**src/rtl/xbar_w_buffer.sv**
```systemverilog
// W-channel beat buffer: DEPTH-entry circular FIFO with occupancy, almost-full and burst counters.
// Optional store-and-forward release is enabled by defining XBAR_W_STORE_FWD_EN.
module xbar_w_buffer #(
    parameter int DATA_WIDTH  = 32,
    parameter int STRB_WIDTH  = DATA_WIDTH / 8,
    parameter int DEPTH       = 4,
    parameter int AFULL_LEVEL = DEPTH - 1
) (
    input  logic                         ACLK,
    input  logic                         ARESET,
    input  logic [DATA_WIDTH-1:0]        s_WDATA,
    input  logic [STRB_WIDTH-1:0]        s_WSTRB,
    input  logic                         s_WLAST,
    input  logic                         s_WVALID,
    output logic                         s_WREADY,
    output logic [DATA_WIDTH-1:0]        m_WDATA,
    output logic [STRB_WIDTH-1:0]        m_WSTRB,
    output logic                         m_WLAST,
    output logic                         m_WVALID,
    input  logic                         m_WREADY,
    output logic [$clog2(DEPTH):0]       count,
    output logic                         almost_full,
    output logic [$clog2(DEPTH):0]       bursts
);

    localparam int PTR_W = $clog2(DEPTH);
    localparam int CNT_W = PTR_W + 1;
    localparam logic [CNT_W-1:0] DEPTH_C = CNT_W'(DEPTH);
    localparam logic [CNT_W-1:0] AFULL_C = CNT_W'(AFULL_LEVEL);

    logic [DATA_WIDTH-1:0] mem_data [DEPTH];
    logic [STRB_WIDTH-1:0] mem_strb [DEPTH];
    logic                  mem_last [DEPTH];

    logic [PTR_W-1:0] wr_ptr;
    logic [PTR_W-1:0] rd_ptr;
    logic             push;
    logic             pop;
    logic             push_last;
    logic             pop_last;

    // Ready and valid come only from registered occupancy, so neither side sees the other combinationally.
    assign s_WREADY    = (count != DEPTH_C);
    assign almost_full = (count >= AFULL_C);

`ifdef XBAR_W_STORE_FWD_EN
    // A full buffer with no complete burst can never complete one; release anyway to avoid deadlock.
    assign m_WVALID = (bursts != '0) || ((count == DEPTH_C) && (bursts == '0));
`else
    assign m_WVALID = (count != '0);
`endif

    assign m_WDATA = mem_data[rd_ptr];
    assign m_WSTRB = mem_strb[rd_ptr];
    assign m_WLAST = mem_last[rd_ptr];

    assign push      = s_WVALID && s_WREADY;
    assign pop       = m_WVALID && m_WREADY;
    assign push_last = push && s_WLAST;
    assign pop_last  = pop && m_WLAST;

    // Payload storage is deliberately not reset.
    always_ff @(posedge ACLK) begin
        if (push && !ARESET) begin
            mem_data[wr_ptr] <= s_WDATA;
            mem_strb[wr_ptr] <= s_WSTRB;
            mem_last[wr_ptr] <= s_WLAST;
        end
    end

    always_ff @(posedge ACLK) begin
        if (ARESET) begin
            wr_ptr <= '0;
            rd_ptr <= '0;
            count  <= '0;
            bursts <= '0;
        end else begin
            if (push) begin
                wr_ptr <= wr_ptr + PTR_W'(1);
            end
            if (pop) begin
                rd_ptr <= rd_ptr + PTR_W'(1);
            end
            if (push && !pop) begin
                count <= count + CNT_W'(1);
            end else if (pop && !push) begin
                count <= count - CNT_W'(1);
            end
            if (push_last && !pop_last) begin
                bursts <= bursts + CNT_W'(1);
            end else if (pop_last && !push_last) begin
                bursts <= bursts - CNT_W'(1);
            end
        end
    end

endmodule

```
**config.mk**
```make
export PLATFORM = sky130hd
export DESIGN_NAME = xbar_w_buffer
export DESIGN_NICKNAME = d
export VERILOG_FILES = /design/src/rtl/xbar_w_buffer.sv
export SDC_FILE = /design/constraint.sdc
export NUM_CORES = 1
export LEC_CHECK = 0
export CAP_MARGIN = 40
export CELL_PAD_IN_SITES_DETAIL_PLACEMENT = 2
export CELL_PAD_IN_SITES_GLOBAL_PLACEMENT = 2
export CORE_UTILIZATION = 45
export CTS_CLUSTER_SIZE = 24
export DETAILED_ROUTE_END_ITERATION = 10
export GPL_TIMING_DRIVEN = 0
export MAX_ROUTING_LAYER = met4
export PLACE_DENSITY = 0.86
export SLEW_MARGIN = 20
export SYNTH_ARGS = -nofsm -noshare
export SYNTH_HDL_FRONTEND = slang
export SYNTH_SLANG_ARGS = --single-unit
```
**constraint.sdc**
```tcl
create_clock -name ACLK -period 10.1 [get_ports ACLK]
set_input_delay 1.515 -clock ACLK [delete_from_list [all_inputs] [get_ports ACLK]]
set_output_delay 1.515 -clock ACLK [all_outputs]
set_load 0.005 [all_outputs]
```
After elaboration in Yosys (flattened, before gate mapping) --
Memories as Yosys holds them, arrays and structs flattened. A register that Yosys moved wholly into a read port is not among the register bits. Index checks and enable logic that the tools add are counted.
Cells by class: add/subtract/negate cells 6, multiply operators 0, div/mod/pow operators 0, order comparisons 1, equality and inequality tests 1, shifts and indexed selects 0, multiplexer cells 12, bitwise operators 0, reduce and logical (&&, ||, !) cells 17
Operators with widths (count):
- two-way mux 2 bit | 6
- two-way mux 3 bit | 4
- logical AND 1 bit | 9
- adder 3 x 1 -> 3 bit (second input constant) | 2
- subtractor 3 x 1 -> 3 bit (second input constant) | 2
- logical NOT 1 bit | 5
- adder 2 x 1 -> 2 bit (second input constant) | 2
- nonzero test 2 bit | 2
- greater-or-equal comparator 3 x 2 -> 1 bit (second input constant) | 1
- != test 3 bit (second input constant) | 1
- nonzero test 3 bit | 1
- two-way mux 1 bit | 2
Storage, ports and cells: bits in registers 10, latch bits 0, bits in writable memories 148, memory bits (read-only) 0, input port bits 41, output and inout bits 46, logic and storage cells 44, memories kept 3
Memories:
- mem_data | words 4, width 32, read ports 1, clocked after memory_dff 1, wr ports 1, RTL line 31 | logic [DATA_WIDTH-1:0] mem_data [DEPTH];
- mem_strb | words 4, width 4, read ports 1, clocked after memory_dff 1, wr ports 1, RTL line 32 | logic [STRB_WIDTH-1:0] mem_strb [DEPTH];
- mem_last | words 4, width 1, read ports 1, clocked after memory_dff 1, wr ports 1, RTL line 33 | logic mem_last [DEPTH];

Longest topological paths before layout --
Gate-level depths: netlist (run 1).
depth in word-level cells 7, depth in mapped cells 9

Worst setup path before layout (run 1) --
No wires, ideal clock.
path kind input-to-reg, from input ARESET, to memory mem_data[0][0] (enable), setup time 0.485 ns, arrival 4.645 ns, path slack 4.970 ns, stages 3, cell sequence clkbuf_1 -> clkbuf_1 -> nor3b_1
On the way: longest elaborated chain between the ends 4
Ends and longest elaborated chain:
- start: declaration | RTL line 10 | input logic ARESET,
- logical NOT 1 bit | RTL line 64 | if (push && !ARESET) begin
- logical AND 1 bit | RTL line 64
- two-way mux 1 bit | RTL line 64
- two-way mux 1 bit (implied by the code) | RTL line 65 | mem_data[wr_ptr] <= s_WDATA;
- end: declaration | RTL line 31
Every way passes these cells.

==> results list, run 1 <==
- Min Tclk post-route: roughly 4.1 ns
- Number of buffers between clock root and the deepest sink: 2
- Of the cells placed in the final design, the portion with a size suffix greater than 1 is 26.5%.
* Synth Net Count: 308
* Static power due to leakage: approximately 2.6 nW
- First-pass detailed-route iteration total: 4
- Counting flops and latches in the post-synthesis netlist gives 160.
- Signed area change from the synthesized netlist to the final layout: 30.8%
* Avg WL per Cell: 27.8 um
- The worst setup path is launched from a flip-flop.
* Hold endpoint: wr_ptr[1]
- Setup crit end kind: output pin
* Post-detailed-route DRC marker count: 0
- After layout, the design draws a total of ~2 mW.
* Number of distinct library cells after synthesis: 27
- Clk Latency, worst-skew pair: 0.43 ns
- After clock tree synthesis, the setup repair step added 0 buffers.
- Global routing used 26.3% of the available tracks.
- Number of clock sinks: 160
- The via count of the first global-routing pass came to 3,506.
- The setup check on the worst reg-to-reg path leaves a slack of 7.18 ns.
- Number of levels the H-tree was split into: 4
* Gp weighted congestion: approximately 0.7
- Required time of the worst setup path: between 8 and 9 ns
- Clock root cell: sky130_fd_sc_hd__clkbuf_16
* Area share of the largest cell type after synthesis: 74.3%
- Total congestion overflow: 0
* Die height: 117 um
* Highest fanout seen on the critical path: 10
* Ant. Diodes: 0
- Power per cell area: between 200 and 300 nW/um^2
- Worst Reg-to-Reg Cells: 9
- Clock edge transition at the registers on the reported setup and hold paths: 0.06 ns
- The critical path is of the reg2out type.
- Most area-consuming cells after synthesis: sky130_fd_sc_hd__edfxtp_1 (74%), sky130_fd_sc_hd__mux4_2 (14%), sky130_fd_sc_hd__dfxtp_1 (4.0%)
- Entering global routing, the biggest net connects 17 pins.
* Cts repair resizes: 0
- Wire length of the first global-routing pass: 23.2 mm
* Worst EP arrival: ~2.6 ns
- Timing would allow up to 246 MHz.
- In this run, post-CTS hold repair placed 0 buffers.
* # port buffers: 85
* Chip width: 117 um
- Max-capacitance violation count: 0
* Number of vias per cell: 5.51
- TritonCTS built the clock tree.
* Worst hold-check path type: reg2reg
- The detailed router finished its first iteration with around 220 violations.
- Worst IR drop on VDD: 0.227 mV
* Full die area: 13,800 um^2
* Status: complete, no violations
- Final nets: 432
- Summed over all instances, the cell type with the most area after synthesis is sky130_fd_sc_hd__edfxtp_1.
- Initial core utilization: a little under half
* Number of cell rows: a little over 40
- Endpoint of the worst-slack reg-to-reg timing path: bursts[2]
- Number of warnings reported in the yosys synthesis log: 0
- Setup TNS after final layout: 0 ns
- The filler cells instantiated in the layout total 1,007.
- Slowest cell on the critical path: sky130_fd_sc_hd__clkbuf_1
- Average cell area after synthesis: 23.1 um^2
- Number of instances in the synthesized netlist: around 260
- Number of hold violations in the final report: 0
- Top-level port count: 87
- Grouping stages by cell kind, the critical path spends the most delay in buffers and inverters.
- Sequential area share after synthesis: 78.3%
* Number of vias after detailed routing: 3,129
- Relative max-transition margin: 54.5%
- Between clock sinks in the finished design, the worst skew comes to 0.00569 ns.
- Traced cell by cell, the critical path runs through buf_2 -> clkbuf_1 -> mux4_2 -> clkdlybuf4s50_1.
- Worst Hold Depth: 2
- Worst min-delay path startpoint: wr_ptr[1]
- Number of max-slew violations in the final report: 0
- The routed design has 15.8 mm of wire.
- The worst path uses roughly 40% of the clock period.
* Unrepaired setup endpoints after global routing: false
* Final setup viols: 0
- Cell area after technology mapping: 5980 um^2
- The core region is 12,800 um^2.
* Post-detailed-route count of antenna-violating nets: 0
- Once detailed placement completed, the half-perimeter wirelength came to 10.5 mm.
* Buffers & Inverters on Critical Path: 3
* TritonCTS buffer count: 17
* Hold_ws: 0.549 ns
* CP max stage delay: 0.57 ns
- At the pin with the least slew margin, the transition time is 0.683 ns.
- The number of antenna violations at the first check in global routing was 0.
-- worst min-delay path: stages, from the launching register on --
cell	delay (ns)
sky130_fd_sc_hd__dfxtp_1	0.35
sky130_fd_sc_hd__nand2b_1	0.09
sky130_fd_sc_hd__mux2i_1	0.06
-- cells by family after synthesis --
family / count (synthesis) / share of synthesized area [%]
DFF: 160 / 78.3
xor gates and xnor gates: 6 / 0.879
AOI/OAI and AO/OA: 7 / 0.753
buffers and inverters: 15 / 1.21
and+or+nand+nor: 22 / 2.22
muxes: 41 / 14.7
adders and majority gates: 8 / 1.92
-- worst max-delay path by stage --
stage | start | to | cells after the start
2_1_floorplan | ARESET | mem_data[0][0] | 3
3_3_place_gp | s_WVALID | mem_data[0][13] | 3
3_5_place_dp | s_WVALID | mem_data[3][13] | 7
4_1_cts | flip-flop | m_WDATA[6] | 4
5_1_grt | flip-flop | m_WDATA[2] | 4
6_report | flip-flop | m_WDATA[6] | 4
-- through the flow --
stage	cell area, um^2	worst slack [ns]	util (%)	cells
floorplan	5980	4.97	-	259
global placement	7050	2.52	55.2	516
detailed placement	7240	6.17	56.6	536
CTS	7820	5.99	61.2	568
global route	7820	5.91	61.2	568
finish	7820	6.03	61.2	568
-- flip-flops by register name (all words and copies together), names as in the netlist, named ones only --
register / flops
rd_ptr: 2
mem_last: 4
mem_strb: 16
count: 3
wr_ptr: 2
mem_data: 128
bursts: 3
-- cell usage after synthesis --
| master | number |
|---|---|
| sky130_fd_sc_hd__edfxtp_1 | 148 |
| sky130_fd_sc_hd__mux4_2 | 37 |
| sky130_fd_sc_hd__dfxtp_1 | 12 |
| sky130_fd_sc_hd__nor2_1 | 9 |
| sky130_fd_sc_hd__ha_1 | 6 |
| sky130_fd_sc_hd__xor2_1 | 6 |
| sky130_fd_sc_hd__clkbuf_1 | 5 |
| sky130_fd_sc_hd__inv_1 | 4 |
| sky130_fd_sc_hd__nor3b_1 | 4 |
| sky130_fd_sc_hd__buf_4 | 3 |
| sky130_fd_sc_hd__mux2i_1 | 3 |
| sky130_fd_sc_hd__a21oi_1 | 2 |
| sky130_fd_sc_hd__buf_2 | 2 |
| sky130_fd_sc_hd__fa_1 | 2 |
| sky130_fd_sc_hd__nand2b_1 | 2 |
| sky130_fd_sc_hd__o21ai_0 | 2 |
| sky130_fd_sc_hd__or3_2 | 2 |
| sky130_fd_sc_hd__a21o_2 | 1 |
| sky130_fd_sc_hd__and3_2 | 1 |
| sky130_fd_sc_hd__inv_4 | 1 |
| sky130_fd_sc_hd__mux2_4 | 1 |
| sky130_fd_sc_hd__nand2_4 | 1 |
| sky130_fd_sc_hd__nand3_1 | 1 |
| sky130_fd_sc_hd__o311ai_0 | 1 |
| sky130_fd_sc_hd__o31ai_1 | 1 |
| sky130_fd_sc_hd__or3_1 | 1 |
| sky130_fd_sc_hd__or3b_4 | 1 |
-- per-layer routing --
layer | routed length (um) | vias to the layer above | track usage [%]
met2 | 8310 | 131 | 43.6
li1 | - | 1321 | -
met4 | 332 | 0 | 10.7
met1 | 6220 | 1650 | 31.1
met5 | 0 | - | -
met3 | 943 | 27 | 5.97
-- layout by cell type (no fill, tap or decap), types with 5 or more instances in the layout --
cell type                         count
sky130_fd_sc_hd__dfxtp_1             12
sky130_fd_sc_hd__xor2_1               6
sky130_fd_sc_hd__nor2_1               9
sky130_fd_sc_hd__clkdlybuf4s50_1     85
sky130_fd_sc_hd__edfxtp_1           148
sky130_fd_sc_hd__clkbuf_16           17
sky130_fd_sc_hd__mux4_2              37
sky130_fd_sc_hd__clkbuf_1             5
sky130_fd_sc_hd__buf_4               18
sky130_fd_sc_hd__ha_1                 6
sky130_fd_sc_hd__clkinvlp_4           5
sky130_fd_sc_hd__buf_6                5
-- report_power, final --
part           leakage, nW  total [mW]  switching, mW  internal, mW
clock                0.270       0.642          0.276         0.366
combinational        0.869       0.503          0.215         0.288
sequential            1.44       0.813         0.0357         0.777
total                 2.58        1.96          0.527          1.43
-- layout make-up --
| type | count | area [um^2] | share of cell area [%] |
|---|---|---|---|
| plain buffers | 10 | 51.3 | 0.656 |
| repair buffers | 105 | 1020 | 13.0 |
| clock inverters | 15 | 163 | 2.08 |
| well taps | 172 | 215 | 2.75 |
| multi-input cells | 84 | 1240 | 15.9 |
| flip-flops and latches | 160 | 4680 | 59.9 |
| inverters | 5 | 21.3 | 0.272 |
| clock buffers | 17 | 425 | 5.44 |
Note: power is estimated with default switching activity, not from simulation.
==> inputs of run 2 (changes only) <==
Settings changed: CORE_UTILIZATION 45 to 42, PLACE_DENSITY 0.86 to 0.82.
Clock period 10.1 ns to 4.01 ns, I/O delays scaled along.
==> run 2 against run 1 <==
Compared with the run above:
- clock skew up 0.0070 ns
- combinational power up 140%
- cell count up 0.88%
- critical path depth unchanged
- sequential cell count unchanged
- utilization down 4.6 points
==> results list, run 2 (synthesis gave the netlist of run 1 again) <==
- The flow ran to the end, and the final reports show no timing, DRC or antenna violations.
* Signed area change from the synthesized netlist to the final layout: 31.4%
* DP Area: 7230 um^2 (about the same)
- The number of cells upsized or downsized after cts came to 0 (unchanged).
- The average wire per cell in the routed design came to 27.9 um (+0.18%).
- Setup crit end kind: output pin
- DRT iter0 DRCs: 192 (-12%)
- Clock network power share: 34.5% (+1.7 points)
- Hold buffer count at CTS: 0 (unchanged)
* Wire length of the first global-routing pass: 23.4 mm (+0.87%)
- The final antenna diode count came to 0 (unchanged).
* Total power: 4.99 mW (+150%)
- The top cell types in the final layout, fill and taps aside, are sky130_fd_sc_hd__edfxtp_1 (148), sky130_fd_sc_hd__clkdlybuf4s50_1 (85), sky130_fd_sc_hd__mux4_2 (37), sky130_fd_sc_hd__clkbuf_16 (17), sky130_fd_sc_hd__buf_4 (15).
- The aggregate routed wire length came to 16.0 mm (+1.1%).
- The number of H-tree levels was 4 (unchanged).
- The detail-routed via count per cell was 5.36 (-2.7%).
- The share of the core filled with cells came to 56.6% (-4.6 points).
- TritonCTS clock tree: done
- The overall via count from detail_route was 3,072 (-1.8%).
- Highest fanout seen on the critical path: 10 (unchanged)
- Switching power total: 1.31 mW (+150%)
- The core outline area was 13,900 um^2 (+8.7%).
* Final setup viols: 0 (unchanged)
* First-pass detailed-route iteration total: 5 (+1)
- The clock input transition at the sequential cells of the worst setup and hold paths was 0.07 ns (about the same).
- The min-delay analysis places its worst path in the category reg2reg.
- Number of hold violations in the final report: 0 (unchanged)
- Global Route met3 Usage: 6.20% (+0.23 points)
- TritonCTS buffer count: 17 (unchanged)
- Post-detailed-route DRC marker count: 0 (unchanged)
- The actual transition at the worst max-transition pin is 0.784 ns (+0.101 ns).
- Combined global-route utilization of all metal layers: 24.3% (-2.0 points)
- The non-filler instance count after layout is 573 (+0.88%).
* Global-route layer with the greatest usage: met2
- The worst setup path is launched from a flip-flop.
* Relative max-transition margin: 47.5% (-7.0 points)
- # port buffers: 85 (unchanged)
- Vias in the first global route: 3,466 (-1.1%)
* Final nets: 429 (-0.69%)
* Number of clock sinks: 160 (unchanged)
- The sequential power share is 40.9% (-0.6 points).
- The number of placed instances, taps included was 541 (+0.93%).
* Clk Latency, worst-skew pair: 0.43 ns (about the same)
* Post-detailed-route count of antenna-violating nets: 0 (unchanged)
- Critical setup path kind: reg2out
* Number of buffers between clock root and the deepest sink: 2 (unchanged)
- The number of placed I/O pins was 87 (unchanged).
- The number of antenna violations at the first check in global routing was 0 (unchanged).
* Pin count of the biggest net entering global routing: 17 (unchanged)
- The data arrival at the endpoint of the critical path was 2.44 ns (-0.11 ns).
- The number of buffers inserted to repair setup after CTS came to 0 (unchanged).
- Initial core utilization: 43.1% (-3.7 points)
* Worst clock skew: 0.0127 ns (+0.00697 ns)
- In the final layout, the registers with the most flip-flops are mem_data x128, mem_strb x16, mem_last x4.
- The total global routing overflow is 0 (unchanged).
* Full die area: 14,700 um^2 (+7.0%)
- The met1 track demand over resource in global routing is 31.5% (+0.38 points).
* Clock root cell: sky130_fd_sc_hd__clkbuf_16
* Register with the highest flop count: mem_data
- The final weighted congestion in routability-driven placement was 0.647 (-5.6%).
- Worst IR drop on VDD: 0.286 mV (+26%)
- Unrepaired setup endpoints after global routing: false
- The number of cell rows came to 43 (+4.9%).
- Hold_ws: 0.506 ns (-0.0421 ns)
- The number of maximum-capacitance violations came to 0 (unchanged).
- Fraction of final layout cells with drive strength greater than 1: 26.2% (-0.31 points)
- Most common cell after layout, fill and taps aside: sky130_fd_sc_hd__edfxtp_1
- The static leakage came to 2.60 nW (+0.81%).
- Share of power burned in combinational logic: 24.6% (-1.1 points)
- For the finished layout, the period the worst path requires is 3.04 ns.
* Internal Power: 3.68 mW (+160%)
- Met2 GRT Util: 37.6% (-6.0 points)
- Power per cell area: 635 nW/um^2 (+150%)
* Chip width: 121 um (+3.4%)
* Fin crit share: 75.8%
- Number of flip-flops in the largest register: 128 (unchanged)
* Fraction of power spent switching nets: 26.3% (-0.61 points)
* Max Fclk: 329 MHz
- The required time of the critical path is 3.41 ns (-5.18 ns).
- The final number of max-transition violations came to 0 (unchanged).
- HPWL after detailed placement: 10.8 mm (+3.4%)
* Die height: 121 um (+3.4%)
- The final standard cell area without fillers came to 7860 um^2 (+0.43%).
[run 2: cell count changes in the layout (fill, tap and decap cells not counted), sizes merged]
cell and change:
clkinvlp -4, inv +4, buf -3, bufinv +1
clkinv -1
[run 2: layer usage]
layer	wire length [um]	share of wire (%)
met3	874	5.5
met5	0	0
met1	6940	43
met2	7920	50
met4	232	1.5
[run 2: per-stage QoR]
stage	worst slack [ns]	setup TNS, ns
after floorplan	0.00831	0
after global placement	-2.64	-303.86
after detailed placement	1.19	0
after CTS	0.893	0
after global routing	0.800	0
final	0.970	0
[run 2: layout make-up]
type,count,area (um^2)
Fill cell,1171,6020
Inverter,5,21.3
Sequential cell,160,4680
Tap cell,180,225
Clock buffer,17,425
Buffer,10,51.3
Clock inverter,15,199
Multi-Input combinational cell,84,1250
Timing Repair Buffer,102,1000
[run 2: power by group through the flow]
stage / logic, mW / registers (mW) / clock network [mW]
floorplan: 0.618 / 2.05 / 0
global placement: 1.15 / 2.07 / 0
detailed placement: 1.24 / 2.08 / 0
CTS: 1.26 / 2.04 / 1.75
global route: 1.33 / 2.05 / 1.80
finish: 1.23 / 2.04 / 1.72
[run 2: worst max-delay path: stages, from the launching register on]
cell	delay, ns
sky130_fd_sc_hd__dfxtp_1	0.31
sky130_fd_sc_hd__buf_2	0.26
sky130_fd_sc_hd__clkbuf_1	0.51
sky130_fd_sc_hd__mux4_2	0.44
sky130_fd_sc_hd__clkdlybuf4s50_1	0.48
[run 2: worst paths after layout]
| path | startpoint | end | slack (ns) | cells after the start |
|---|---|---|---|---|
| min reg2reg | bursts[2] | bursts[2] | 0.51 | 2 |
| max reg2reg | flip-flop | bursts[2] | 1.33 | 9 |
| max | flip-flop | m_WDATA[30] | 0.97 | 4 |
| min | bursts[2] | bursts[2] | 0.51 | 2 |
==> inputs of run 3 (changes only) <==
Settings changed: CORE_UTILIZATION 42 to 37, PLACE_DENSITY 0.82 to 0.76.
Clock period 4.01 ns to 2.5 ns, I/O delays scaled along.
==> run 3 against run 2 <==
Compared with the run above:
- register-to-register slack worse by 1.3 ns
- clock-buffer cell count is 4 higher
- sequential cell count stayed put
- global-route usage is 6.4 points lower
- critical path type is now reg2reg
- largest cell class unchanged
==> results list, run 3 (synthesis gave the netlist of run 1 again) <==
- The switching share of total power was 23.6% (-2.7 points).
- Compared with the post-synthesis result, the final layout area differs by 36.7%.
* Worst slew pin tran: 0.592 ns (-0.192 ns)
- The final weighted congestion in routability-driven placement is 0.686 (+6.1%).
- Slowest cell on the critical path: sky130_fd_sc_hd__mux4_2
* Static power due to leakage: 2.75 nW (+5.8%)
- Post-detailed-route DRC marker count: 0 (unchanged)
- The non-filler instance count after layout was 612 (+6.8%).
- The sequential power share is 39.1% (-1.8 points).
- The highest net fanout along the worst path came to 8 (-2).
* Power per cell area: 1020 nW/um^2 (+61%)
- The instance area after placement is 7320 um^2 (+1.2%).
- Fin crit share: 98.4%
* CP top delay family: multiplexers
* Critical path cell sequence: buf_12 -> mux4_2 -> nand3_2 -> ha_4 -> inv_1 -> fa_1 -> xor2_1 -> or3_1 -> a21oi_2
- Critical setup path kind: reg2reg
- The share of layout cells above drive strength 1 came to 29.0% (+2.8 points).
- The CTS sink count is 160 (unchanged).
- Pin count of the biggest net entering global routing: 17 (unchanged)
- The worst path needs ~2.5 ns of the cycle, external delays included.
* Worst hold-check path type: in2reg
- The number of maximum-capacitance violations was 0 (unchanged).
* Combined global-route utilization of all metal layers: 17.9% (-6.4 points)
- Initial core utilization: 37.8% (-5.3 points)
* Wire length of the first global-routing pass: 20.2 mm (-14%)
- Ant. Diodes: 0 (unchanged)
- Post-detailed-route count of antenna-violating nets: 0 (unchanged)
- Hold_ws: 0.521 ns (+0.0143 ns)
* CP max stage delay: 0.56 ns (+0.05 ns)
- Antenna violations before repair: 0 (unchanged)
- Number of flip-flops in the largest register: 128 (unchanged)
- The worst-case clock skew came to 0.00452 ns (-0.00815 ns).
* Clock edge transition at the registers on the reported setup and hold paths: 0.06 ns (about the same)
* Top-level port count: 87 (unchanged)
* Final nets: 432 (+0.70%)
- The required time of the critical path is 2.85 ns (-0.56 ns).
* Number of vias after detailed routing: 2,993 (-2.6%)
* TritonCTS clock tree: done
- Die height: 129 um (+6.4%)
- The final setup violation count is 0 (unchanged).
* Total congestion overflow: 0 (unchanged)
- Counting flops per register, the top entry is mem_data.
* Full die area: 16,700 um^2 (+13%)
- The aggregate routed wire length came to 13.4 mm (-16%).
* Avg WL per Cell: 21.8 um (-22%)
* Setup crit end kind: flip-flop
- Internal Power: 6.40 mW (+74%)
- The total count of hold-check failures in the final report is 0 (unchanged).
- Number of cell rows: 46 (+7.0%)
- Static timing analysis puts the maximum clock frequency at 406 MHz.
* DRT iter0 DRCs: 156 (-19%)
- The via count of the first global-routing pass came to 3,290 (-5.1%).
* Share of power burned in combinational logic: 25.5% (+0.9 points)
- Number of max-slew violations in the final report: 0 (unchanged)
- Number of buffers between clock root and the deepest sink: 2 (unchanged)
- Cell total after placement: 572 (+5.7%)
- Buffers & Inverters on Critical Path: 2 (-1)
* Most frequent cells in the layout: sky130_fd_sc_hd__edfxtp_1 (148), sky130_fd_sc_hd__clkdlybuf4s50_1 (78), sky130_fd_sc_hd__mux4_2 (37), sky130_fd_sc_hd__clkbuf_16 (17)
- Worst IR drop on VDD: 0.499 mV (+75%)
* Final instance area: 8180 um^2 (+4.1%)
- The HPWL reported at the end of detailed placement came to 8.67 mm (-20%).
- The number of port buffers is 85 (unchanged).
- Most common cell after layout, fill and taps aside: sky130_fd_sc_hd__edfxtp_1
- First-pass detailed-route iteration total: 4 (-1)
- Number of vias per cell: 4.89 (-8.8%)
- The number of H-tree levels was 4 (unchanged).
- In this run the clock root is driven by a sky130_fd_sc_hd__clkbuf_16.
- The clock latency of the later-clocked register in the worst-skew pair is 0.42 ns (about the same).
- The chip width was 129 um (+6.4%).
* Switching power total: 1.97 mW (+50%)
- Unrepaired setup endpoints after global routing: true
* Clock network power share: 35.4% (+0.9 points)
- The worst setup path is launched from a flip-flop.
* Relative max-transition margin: 60.5% (+13 points)
* Core ar.: 15,800 um^2 (+14%)
* TritonCTS buffer count: 17 (unchanged)
* Worst EP arrival: 2.81 ns (+0.37 ns)
- Largest registers ranked by flip-flop count: mem_data x128, mem_strb x16, mem_last x4
* Status: complete, no violations
## run 3: worst paths after layout
path | from | endpoint | slack [ns] | cells after the start
setup / recovery | flip-flop | bursts[2] | 0.04 | 9
hold / removal | ARESET | wr_ptr[0] | 0.52 | 3
setup reg to reg | flip-flop | bursts[2] | 0.04 | 9
hold reg to reg | bursts[2] | bursts[2] | 0.52 | 2
## run 3: area by class of cell
type | count | area (um^2)
clock buffer | 21 | 470
inverter | 5 | 21.3
fill | 1354 | 7650
buffer | 10 | 130
sequential | 160 | 4690
tap | 216 | 270
multi-input combinational | 84 | 1290
timing repair buffer | 105 | 1100
clock inverter | 11 | 208
## run 3: layer usage
layer / vias up / part of all wire, % / wire length [um] / track usage, %
li1: 1319 / - / - / -
met3: 17 / 3.5 / 464 / 4.17
met1: 1582 / 42 / 5660 / 21.2
met5: - / 0 / 0 / -
met4: 0 / 1.5 / 201 / 7.06
met2: 75 / 53 / 7050 / 29.6
## run 3: worst register-to-register path, cell delays in order (launching register included)
cell and delay, ns:
sky130_fd_sc_hd__dfxtp_2 0.35, sky130_fd_sc_hd__buf_12 0.15, sky130_fd_sc_hd__mux4_2 0.56, sky130_fd_sc_hd__nand3_2 0.13, sky130_fd_sc_hd__ha_4 0.14, sky130_fd_sc_hd__inv_1 0.05
sky130_fd_sc_hd__fa_1 0.37, sky130_fd_sc_hd__xor2_1 0.18, sky130_fd_sc_hd__or3_1 0.33, sky130_fd_sc_hd__a21oi_2 0.14
## run 3: per-stage QoR
| step | TNS (ns) | setup slack, ns | total power, mW | utilization, % |
|---|---|---|---|---|
| after CTS | -0.0110 | -0.0106 | 8.41 | 51.2 |
| after global routing | -0.0207 | -0.0167 | 8.72 | 51.7 |
| after floorplan | -22.76 | -0.205 | 4.29 | - |
| final | 0 | 0.0398 | 8.37 | 51.7 |
| after detailed placement | -0.290 | -0.239 | 5.30 | 46.3 |
| after global placement | -218.34 | -1.73 | 5.17 | 45.0 |
## run 3: timing repair
action | in CTS | in global routing
pin swaps | 1 | 1
hold buffers | 0 | 0
gates resized for setup | 23 | 14
endpoints found under the setup margin | 36 | 31
buffers inserted | 4 | 4
## run 3: power groups by stage
stage	logic, mW	clock network, mW	registers, mW
2_1_floorplan	1.00	0	3.29
3_3_place_gp	1.86	0	3.31
3_5_place_dp	1.98	0	3.32
4_1_cts	2.11	3.02	3.28
5_1_grt	2.31	3.11	3.30
6_report	2.13	2.96	3.28
